**src/rtl/sopc_bus_pkg.sv**
```systemverilog
// Shared encodings for the SOPC memory-bus arbiter and its wait-state counter.
// The peripheral bridge uses the same encodings.
package sopc_bus_pkg;

    typedef logic [1:0] state_t;

    localparam state_t IDLE   = 2'd0;
    localparam state_t ACCESS = 2'd1;
    localparam state_t DONE   = 2'd2;

    localparam logic GNT_IF  = 1'b0;
    localparam logic GNT_MEM = 1'b1;

    localparam logic [3:0] SEL_WORD = 4'hF;

    // Holds MEM_LAT-1 for MEM_LAT up to 7.
    localparam int WAIT_W = 3;

endpackage

```
**src/rtl/sopc_bus_waitcnt.sv**
```systemverilog
// Loadable down-counter that flags the final wait-state cycle of a bus access.
// The arbiter loads MEM_LAT-1, so last_o rises after MEM_LAT-1 enabled cycles.
module sopc_bus_waitcnt
    import sopc_bus_pkg::*;
#(
    parameter int W = WAIT_W
) (
    input  logic         clk_i,
    input  logic         rst_ni,
    input  logic         load_i,
    input  logic [W-1:0] load_val_i,
    input  logic         en_i,
    output logic         last_o
);

    logic [W-1:0] cnt_q;
    logic [W-1:0] cnt_d;

    always_comb begin
        cnt_d = cnt_q;
        if (load_i) begin
            cnt_d = load_val_i;
        end else if (en_i && (cnt_q != '0)) begin
            cnt_d = cnt_q - W'(1);
        end
    end

    always_ff @(posedge clk_i or negedge rst_ni) begin
        if (!rst_ni) begin
            cnt_q <= '0;
        end else begin
            cnt_q <= cnt_d;
        end
    end

    assign last_o = (cnt_q == '0);

endmodule

```
**src/rtl/sopc_bus_arbiter.sv**
```systemverilog
// Shares the single-port instruction/data memory between the fetch and load/store ports.
// Each access costs MEM_LAT wait states plus one ack cycle and one idle cycle.
module sopc_bus_arbiter
    import sopc_bus_pkg::*;
#(
    parameter int ADDR_W     = 32,
    parameter int DATA_W     = 32,
    parameter int MEM_LAT    = 2,
    parameter int STARVE_MAX = 4
) (
    input  logic              clk_i,
    input  logic              rst_ni,
    input  logic              if_req_i,
    input  logic [ADDR_W-1:0] if_addr_i,
    output logic [DATA_W-1:0] if_rdata_o,
    output logic              if_ack_o,
    input  logic              mem_req_i,
    input  logic              mem_we_i,
    input  logic [3:0]        mem_sel_i,
    input  logic [ADDR_W-1:0] mem_addr_i,
    input  logic [DATA_W-1:0] mem_wdata_i,
    output logic [DATA_W-1:0] mem_rdata_o,
    output logic              mem_ack_o,
    output logic              bus_ce_o,
    output logic              bus_we_o,
    output logic [3:0]        bus_sel_o,
    output logic [ADDR_W-1:0] bus_addr_o,
    output logic [DATA_W-1:0] bus_wdata_o,
    input  logic [DATA_W-1:0] bus_rdata_i,
    output logic              stall_if_o,
    output logic              stall_mem_o
);

    localparam int STARVE_W = $clog2(STARVE_MAX + 1);

    state_t              state_q,     state_d;
    logic                gnt_q,       gnt_d;
    logic                bus_ce_q,    bus_ce_d;
    logic                bus_we_q,    bus_we_d;
    logic [3:0]          bus_sel_q,   bus_sel_d;
    logic [ADDR_W-1:0]   bus_addr_q,  bus_addr_d;
    logic [DATA_W-1:0]   bus_wdata_q, bus_wdata_d;
    logic [DATA_W-1:0]   if_rdata_q,  if_rdata_d;
    logic [DATA_W-1:0]   mem_rdata_q, mem_rdata_d;
    logic                if_ack_q,    if_ack_d;
    logic                mem_ack_q,   mem_ack_d;
    logic [STARVE_W-1:0] starve_q,    starve_d;

    logic wc_load;
    logic wc_en;
    logic wc_last;
    logic if_starved;

    sopc_bus_waitcnt #(
        .W (WAIT_W)
    ) u_waitcnt (
        .clk_i      (clk_i),
        .rst_ni     (rst_ni),
        .load_i     (wc_load),
        .load_val_i (WAIT_W'(MEM_LAT - 1)),
        .en_i       (wc_en),
        .last_o     (wc_last)
    );

    assign if_starved = if_req_i && (starve_q == STARVE_W'(STARVE_MAX));

    always_comb begin
        state_d     = state_q;
        gnt_d       = gnt_q;
        bus_ce_d    = bus_ce_q;
        bus_we_d    = bus_we_q;
        bus_sel_d   = bus_sel_q;
        bus_addr_d  = bus_addr_q;
        bus_wdata_d = bus_wdata_q;
        if_rdata_d  = if_rdata_q;
        mem_rdata_d = mem_rdata_q;
        if_ack_d    = 1'b0;
        mem_ack_d   = 1'b0;
        starve_d    = starve_q;
        wc_load     = 1'b0;
        wc_en       = 1'b0;

        case (state_q)
            IDLE: begin
                if (if_req_i || mem_req_i) begin
                    if (mem_req_i && !if_starved) begin
                        gnt_d       = GNT_MEM;
                        bus_we_d    = mem_we_i;
                        bus_sel_d   = mem_sel_i;
                        bus_addr_d  = mem_addr_i;
                        bus_wdata_d = mem_wdata_i;
                        // Cannot overflow: MEM only wins at STARVE_MAX when IF is idle.
                        if (if_req_i) begin
                            starve_d = starve_q + STARVE_W'(1);
                        end
                    end else begin
                        gnt_d       = GNT_IF;
                        bus_we_d    = 1'b0;
                        bus_sel_d   = SEL_WORD;
                        bus_addr_d  = if_addr_i;
                        bus_wdata_d = '0;
                        starve_d    = '0;
                    end
                    bus_ce_d = 1'b1;
                    wc_load  = 1'b1;
                    state_d  = ACCESS;
                end
            end
            ACCESS: begin
                wc_en = 1'b1;
                if (wc_last) begin
                    if (gnt_q == GNT_IF) begin
                        if_rdata_d = bus_rdata_i;
                        if_ack_d   = 1'b1;
                    end else begin
                        if (!bus_we_q) begin
                            mem_rdata_d = bus_rdata_i;
                        end
                        mem_ack_d = 1'b1;
                    end
                    bus_ce_d    = 1'b0;
                    bus_we_d    = 1'b0;
                    bus_sel_d   = '0;
                    bus_addr_d  = '0;
                    bus_wdata_d = '0;
                    state_d     = DONE;
                end
            end
            // Requester still sees its req high here, so arbitration waits a cycle.
            DONE: begin
                state_d = IDLE;
            end
            default: begin
                state_d = IDLE;
            end
        endcase
    end

    always_ff @(posedge clk_i or negedge rst_ni) begin
        if (!rst_ni) begin
            state_q     <= IDLE;
            gnt_q       <= GNT_IF;
            bus_ce_q    <= 1'b0;
            bus_we_q    <= 1'b0;
            bus_sel_q   <= '0;
            bus_addr_q  <= '0;
            bus_wdata_q <= '0;
            if_rdata_q  <= '0;
            mem_rdata_q <= '0;
            if_ack_q    <= 1'b0;
            mem_ack_q   <= 1'b0;
            starve_q    <= '0;
        end else begin
            state_q     <= state_d;
            gnt_q       <= gnt_d;
            bus_ce_q    <= bus_ce_d;
            bus_we_q    <= bus_we_d;
            bus_sel_q   <= bus_sel_d;
            bus_addr_q  <= bus_addr_d;
            bus_wdata_q <= bus_wdata_d;
            if_rdata_q  <= if_rdata_d;
            mem_rdata_q <= mem_rdata_d;
            if_ack_q    <= if_ack_d;
            mem_ack_q   <= mem_ack_d;
            starve_q    <= starve_d;
        end
    end

    assign bus_ce_o    = bus_ce_q;
    assign bus_we_o    = bus_we_q;
    assign bus_sel_o   = bus_sel_q;
    assign bus_addr_o  = bus_addr_q;
    assign bus_wdata_o = bus_wdata_q;
    assign if_rdata_o  = if_rdata_q;
    assign mem_rdata_o = mem_rdata_q;
    assign if_ack_o    = if_ack_q;
    assign mem_ack_o   = mem_ack_q;
    assign stall_if_o  = if_req_i & ~if_ack_q;
    assign stall_mem_o = mem_req_i & ~mem_ack_q;

endmodule

```
**config.mk**
```make
export PLATFORM = sky130hd
export DESIGN_NAME = sopc_bus_arbiter
export DESIGN_NICKNAME = d
export VERILOG_FILES = /design/src/rtl/sopc_bus_pkg.sv /design/src/rtl/sopc_bus_waitcnt.sv /design/src/rtl/sopc_bus_arbiter.sv
export SDC_FILE = /design/constraint.sdc
export NUM_CORES = 1
export LEC_CHECK = 0
export BUFFER_PORTS_ARGS = -buffer_cell sky130_fd_sc_hd__buf_2
export CAP_MARGIN = 20
export CORE_MARGIN = 4
export CORE_UTILIZATION = 50
export CTS_CLUSTER_DIAMETER = 30
export CTS_CLUSTER_SIZE = 24
export DETAILED_ROUTE_END_ITERATION = 7
export PLACE_DENSITY = 0.85
export SYNTH_ARGS = -nofsm -noshare
export SYNTH_HDL_FRONTEND = slang
export SYNTH_SLANG_ARGS = --single-unit
```
**constraint.sdc**
```tcl
create_clock -name clk_i -period 2.7 [get_ports clk_i]
set_input_delay 0.54 -clock clk_i [delete_from_list [all_inputs] [get_ports clk_i]]
set_output_delay 0.54 -clock clk_i [all_outputs]
set_load 0.02 [all_outputs]
```
Yosys cells after proc, flatten, opt, wreduce, memory -nomap -nowiden:

Index checks and enable logic that the tools add are counted.

* bits of input ports: 137
* bits in registers: 145
* logic and storage cells: 76
* output and inout bits: 138

* bitwise operators: 6
* equal/unequal tests: 5
* reductions and logical operators: 16
* add/subtract/negate cells: 2
* muxes and demuxes: 34

Operators with widths (count)
* 32-bit 2-to-1 mux: 5
* 32-bit case mux with 2 select lines: 2
* 1-bit 2-to-1 mux: 14
* 3-bit 2-to-1 mux: 4
* 4-bit 2-to-1 mux: 3
* 3-bit AND reduction: 3
* 4-bit case mux with 2 select lines: 1
* 2-bit 2-to-1 mux: 2
* 2-bit != test (second input constant): 2
* 1-bit inverter: 4
* 1-bit case mux with 2 select lines: 2
* 2-bit case mux with 2 select lines: 1
* 2-bit AND reduction: 2
* 4-bit AND reduction: 1
* 2-bit nonzero test: 2
* 3-bit by 1-bit adder with 3-bit output (second input constant): 1
* 3-bit equality test (second input constant): 1
* 1-bit logical AND: 3
* 3-bit logical NOT: 1
* 3-bit nonzero test: 1
* 3-bit by 1-bit subtractor with 3-bit output (second input constant): 1
* 1-bit AND: 2
* 2-bit by 1-bit equality test with 1-bit output (second input constant): 1
* 2-bit logical NOT: 1
* 3 further kinds: 3

Depth between registers and ports, before layout:

* depth in word-level cells: 7
* gate-level depth with buffers: 8
* gate-level depth less buffers: 5

By module:

A second synthesis with hierarchy kept.

* cells, all modules: 397
* area total of the unflattened synthesis: 6112.1 µm²

By module, submodules not included
* sopc_bus_arbiter: area an instance 5921.9 µm², cells each 378, instances 1, sequential area each 3553.4 µm²
* sopc_bus_waitcnt: area an instance 190.2 µm², cells each 19, instances 1, sequential area each 75.1 µm²

Worst setup path after synthesis:

No wires, ideal clock.

* path type: in2out
* start: input port mem_req_i
* end: output port stall_mem_o
* buffers on the path: 2
* path slack: 0.852 ns
* stages on the path: 3
* arrival time: 1.308 ns
* required time: 2.160 ns
* cell sequence: buf_2 -> clkbuf_1 -> nor2b_1

* cells in the longest elaborated chain, start to end: 1

Ends and longest elaborated chain
* from (decl): line sopc_bus_arbiter.sv:17 `input logic mem_req_i,`
* 1-bit AND: line sopc_bus_arbiter.sv:179 `assign stall_mem_o = mem_req_i & ~mem_ack_q;`
* to (decl): line sopc_bus_arbiter.sv:31 `output logic stall_mem_o`

No other way between the ends.

Worst setup path in the final report:

* start: register u_waitcnt.cnt_q[0]
* end: register if_rdata_q[10], in the netlist if_rdata_o[10]

* cells in the longest elaborated chain, start to end: 2

Ends and longest elaborated chain
* from (decl): line sopc_bus_waitcnt.sv:16 `logic [W-1:0] cnt_q;`
* from (signal assigned): line sopc_bus_waitcnt.sv:32 `cnt_q <= cnt_d;`
* 3-bit logical NOT: line sopc_bus_waitcnt.sv:36 `assign last_o = (cnt_q == '0);`
* 3-bit AND reduction (no source line)
* to (signal assigned): line sopc_bus_arbiter.sv:161 `if_rdata_q <= if_rdata_d;`
* to (decl): line sopc_bus_arbiter.sv:43 `logic [DATA_W-1:0] if_rdata_q, if_rdata_d;`

No other way between the ends.
A chain may end at the register's enable or synchronous reset.

==> flow_summary.ini <==
[synthesis]
ys.flop_type = dfrtp_1
ys_types = 33
ys_seq_area_share_pct = 60.59
async_reset_ff_share_pct = 100.0
yosysWarnings = 0
synth_edf_count = 0
syn-cell-area_um2 = 5988
synth_fp_nets = 615
syn_avg_cell_area_um2 = 12.63
synth_cells = 474
synth-seq-cells = 145

[sta]
tightestPinTransition_ps = 661.9
slew_headroom_pct = 55.87
finClkSkew_ps = 7.640
tns_ps = 0
setup_viol = 0
max_freq_ghz = 0.4822
hold_viol_final = 0
rsz0062_at_grt = no
final_max_slew_viol_count = 0
min_period_ps = 2074
period_share_pct = 76.81

[power]
clkPwrFrac_pct = 20.2
p_leak_nw = 4.052
p_seq_share_pct = 35.8
peakVddDrop_mv = 0.7529
switchingPower_mw = 4.203
swShare_pct = 40.31
p_int_mw = 6.224
power.density_nw_per_um2 = 1297
comb_power_share_pct = 44.0

[critical_path]
required_ps = 2980
crit_buf_inv = 2
endpoint_kind = flip-flop
cp_slowest_cell = buf_4
slowest_delay_ps = 420
worstSetupStartpointType = flip-flop
cp_cell_sequence = inv_1 > ha_1 > nand2b_1 > nor3_4 > buf_4 > mux2_2
worstPathMaxFanout = 33
cp_top_family = buffers and inverters
r2r_slack_ps = 630
path_class = reg -> reg
worstPathArrival_ps = 2360

[global_route]
track_usage_pct = 24.54
grt_max_degree = 72
grt_pass1_wl_um = 27360
grt_pass1_vias = 5366
overflow = 0
antenna_found_initial = 2

[die]
io_pins = 275
die_area_um2 = 13790
rows = 39
dieWidth_um = 117.4
die_h_um = 117.4
core-area_um2 = 11560
start_util_pct = 51.78

[clock_network]
clock_sinks = 145
cts.path.max_buffers = 2
insertion_delay_ps = 410
root_buffer = clkbuf_16
postCtsSetupRepairBufs = 0
holdBufCountCts = 0
cts_tree = yes
cts_made_buffers = 17
postCtsResizedCells = 0
htree_num_levels = 4
clkSlewWorstSetupHoldPaths_ps = 60

[route]
firstDrtPassIters = 6
vias_per_cell = 5.568
via_count = 4983
wl_um = 16320
routedWlPerCell_um = 18.23
ant_nets = 0
initialDrtViolationCount = 492
drc = 0

[cells_and_area]
area_growth_pct = 34.22
layout_commonest_cell = buf_2
antenna_cells = 0
drive_gt1_share_pct = 47.07
postLayoutCellArea_um2 = 8038
final_cell_mix = buf_2 (273), dfrtp_1 (145), inv_1 (39)
final_nets = 880

[placed_design]
io_buffers = 274
gp_congestion = 0.8500
hpwl_um = 12080
placed_area_um2 = 7512

[run_status]
status = completed

[min_path]
hp-class = in -> async

[job]
cap_violations = 0
## state kept, by name, summed over array words and instances, names as in the netlist, 2 cells and up
signal	flops
state_q	2
mem_rdata_o	32
starve_q	3
if_rdata_o	32
bus_sel_o	4
bus_addr_o	32
bus_wdata_o	32
u_waitcnt.cnt_q	3
## layout make-up
cell class / count / area (um2)
inverter: 39 / 146.4
clock buffer: 25 / 465.4
multi-input combinational: 247 / 2043
timing repair buffer: 289 / 1515
sequential: 145 / 3628
tap: 143 / 178.9
fill: 867 / 3527
clock inverter: 7 / 60.06
## power by group through the flow
stage / Combinational (mW) / Sequential [mW] / Clock [mW]
after detailed placement: 4.63 / 3.76 / 0
final: 4.59 / 3.73 / 2.10
after global placement: 4.47 / 3.71 / 0
after floorplan: 1.90 / 4.80 / 0
after global routing: 4.96 / 3.86 / 2.26
after CTS: 4.64 / 3.74 / 2.14
## cells by family (layout without fill, tap and decap cells)
| family | Yosys count | count (layout) | synth area share [%] |
|---|---|---|---|
| simple gates | 96 | 96 | 9.298 |
| buf+inv | 82 | 360 | 5.641 |
| flops | 145 | 145 | 60.59 |
| mux | 64 | 64 | 12.04 |
| fa+ha+maj | 4 | 4 | 0.8358 |
| compound gates | 83 | 83 | 11.60 |
## Yosys cell counts, types with 7 or more instances
library cell,n,area (um2)
inv_1,39,146.4
a22o_1,37,324.1
mux2_2,34,382.9
buf_2,15,75.07
clkbuf_1,25,93.84
o221ai_1,32,280.3
nand4_1,33,206.5
nand2_1,7,26.28
mux2_1,30,337.8
nand3_1,34,170.2
dfrtp_1,145,3628
## worst paths after layout
path	from	end	depth (start not counted)
setup / recovery	u_waitcnt.cnt_q[0]	if_rdata_o[10]	6
setup reg to reg	u_waitcnt.cnt_q[0]	if_rdata_o[10]	6
hold reg to reg	mem_rdata_o[12]	mem_rdata_o[12]	1
max in group asynchronous	rst_ni	bus_addr_o[27]	2
hold / removal	rst_ni	mem_rdata_o[6]	1
min in group clk_i	mem_we_i	bus_we_o	2
## metrics by stage
step	instances	setup slack (ps)	total power, mW	hold WS [ps]	util [%]
after floorplan	474	851.5	6.696	244.4	-
after global placement	863	758.5	8.172	467.9	64.96
after detailed placement	863	660.4	8.386	477.6	64.96
after CTS	895	640.8	10.52	161.1	69.50
after global routing	895	508.5	11.07	194.0	69.50
final	895	626.1	10.43	155.1	69.50
## routing by layer
layer	wire length, um	global-route usage, %
met5	14	0
met4	484	9.971
met3	1152	6.304
met2	8681	43.03
met1	5987	28.82
Note: power is estimated with default switching activity, not from simulation.
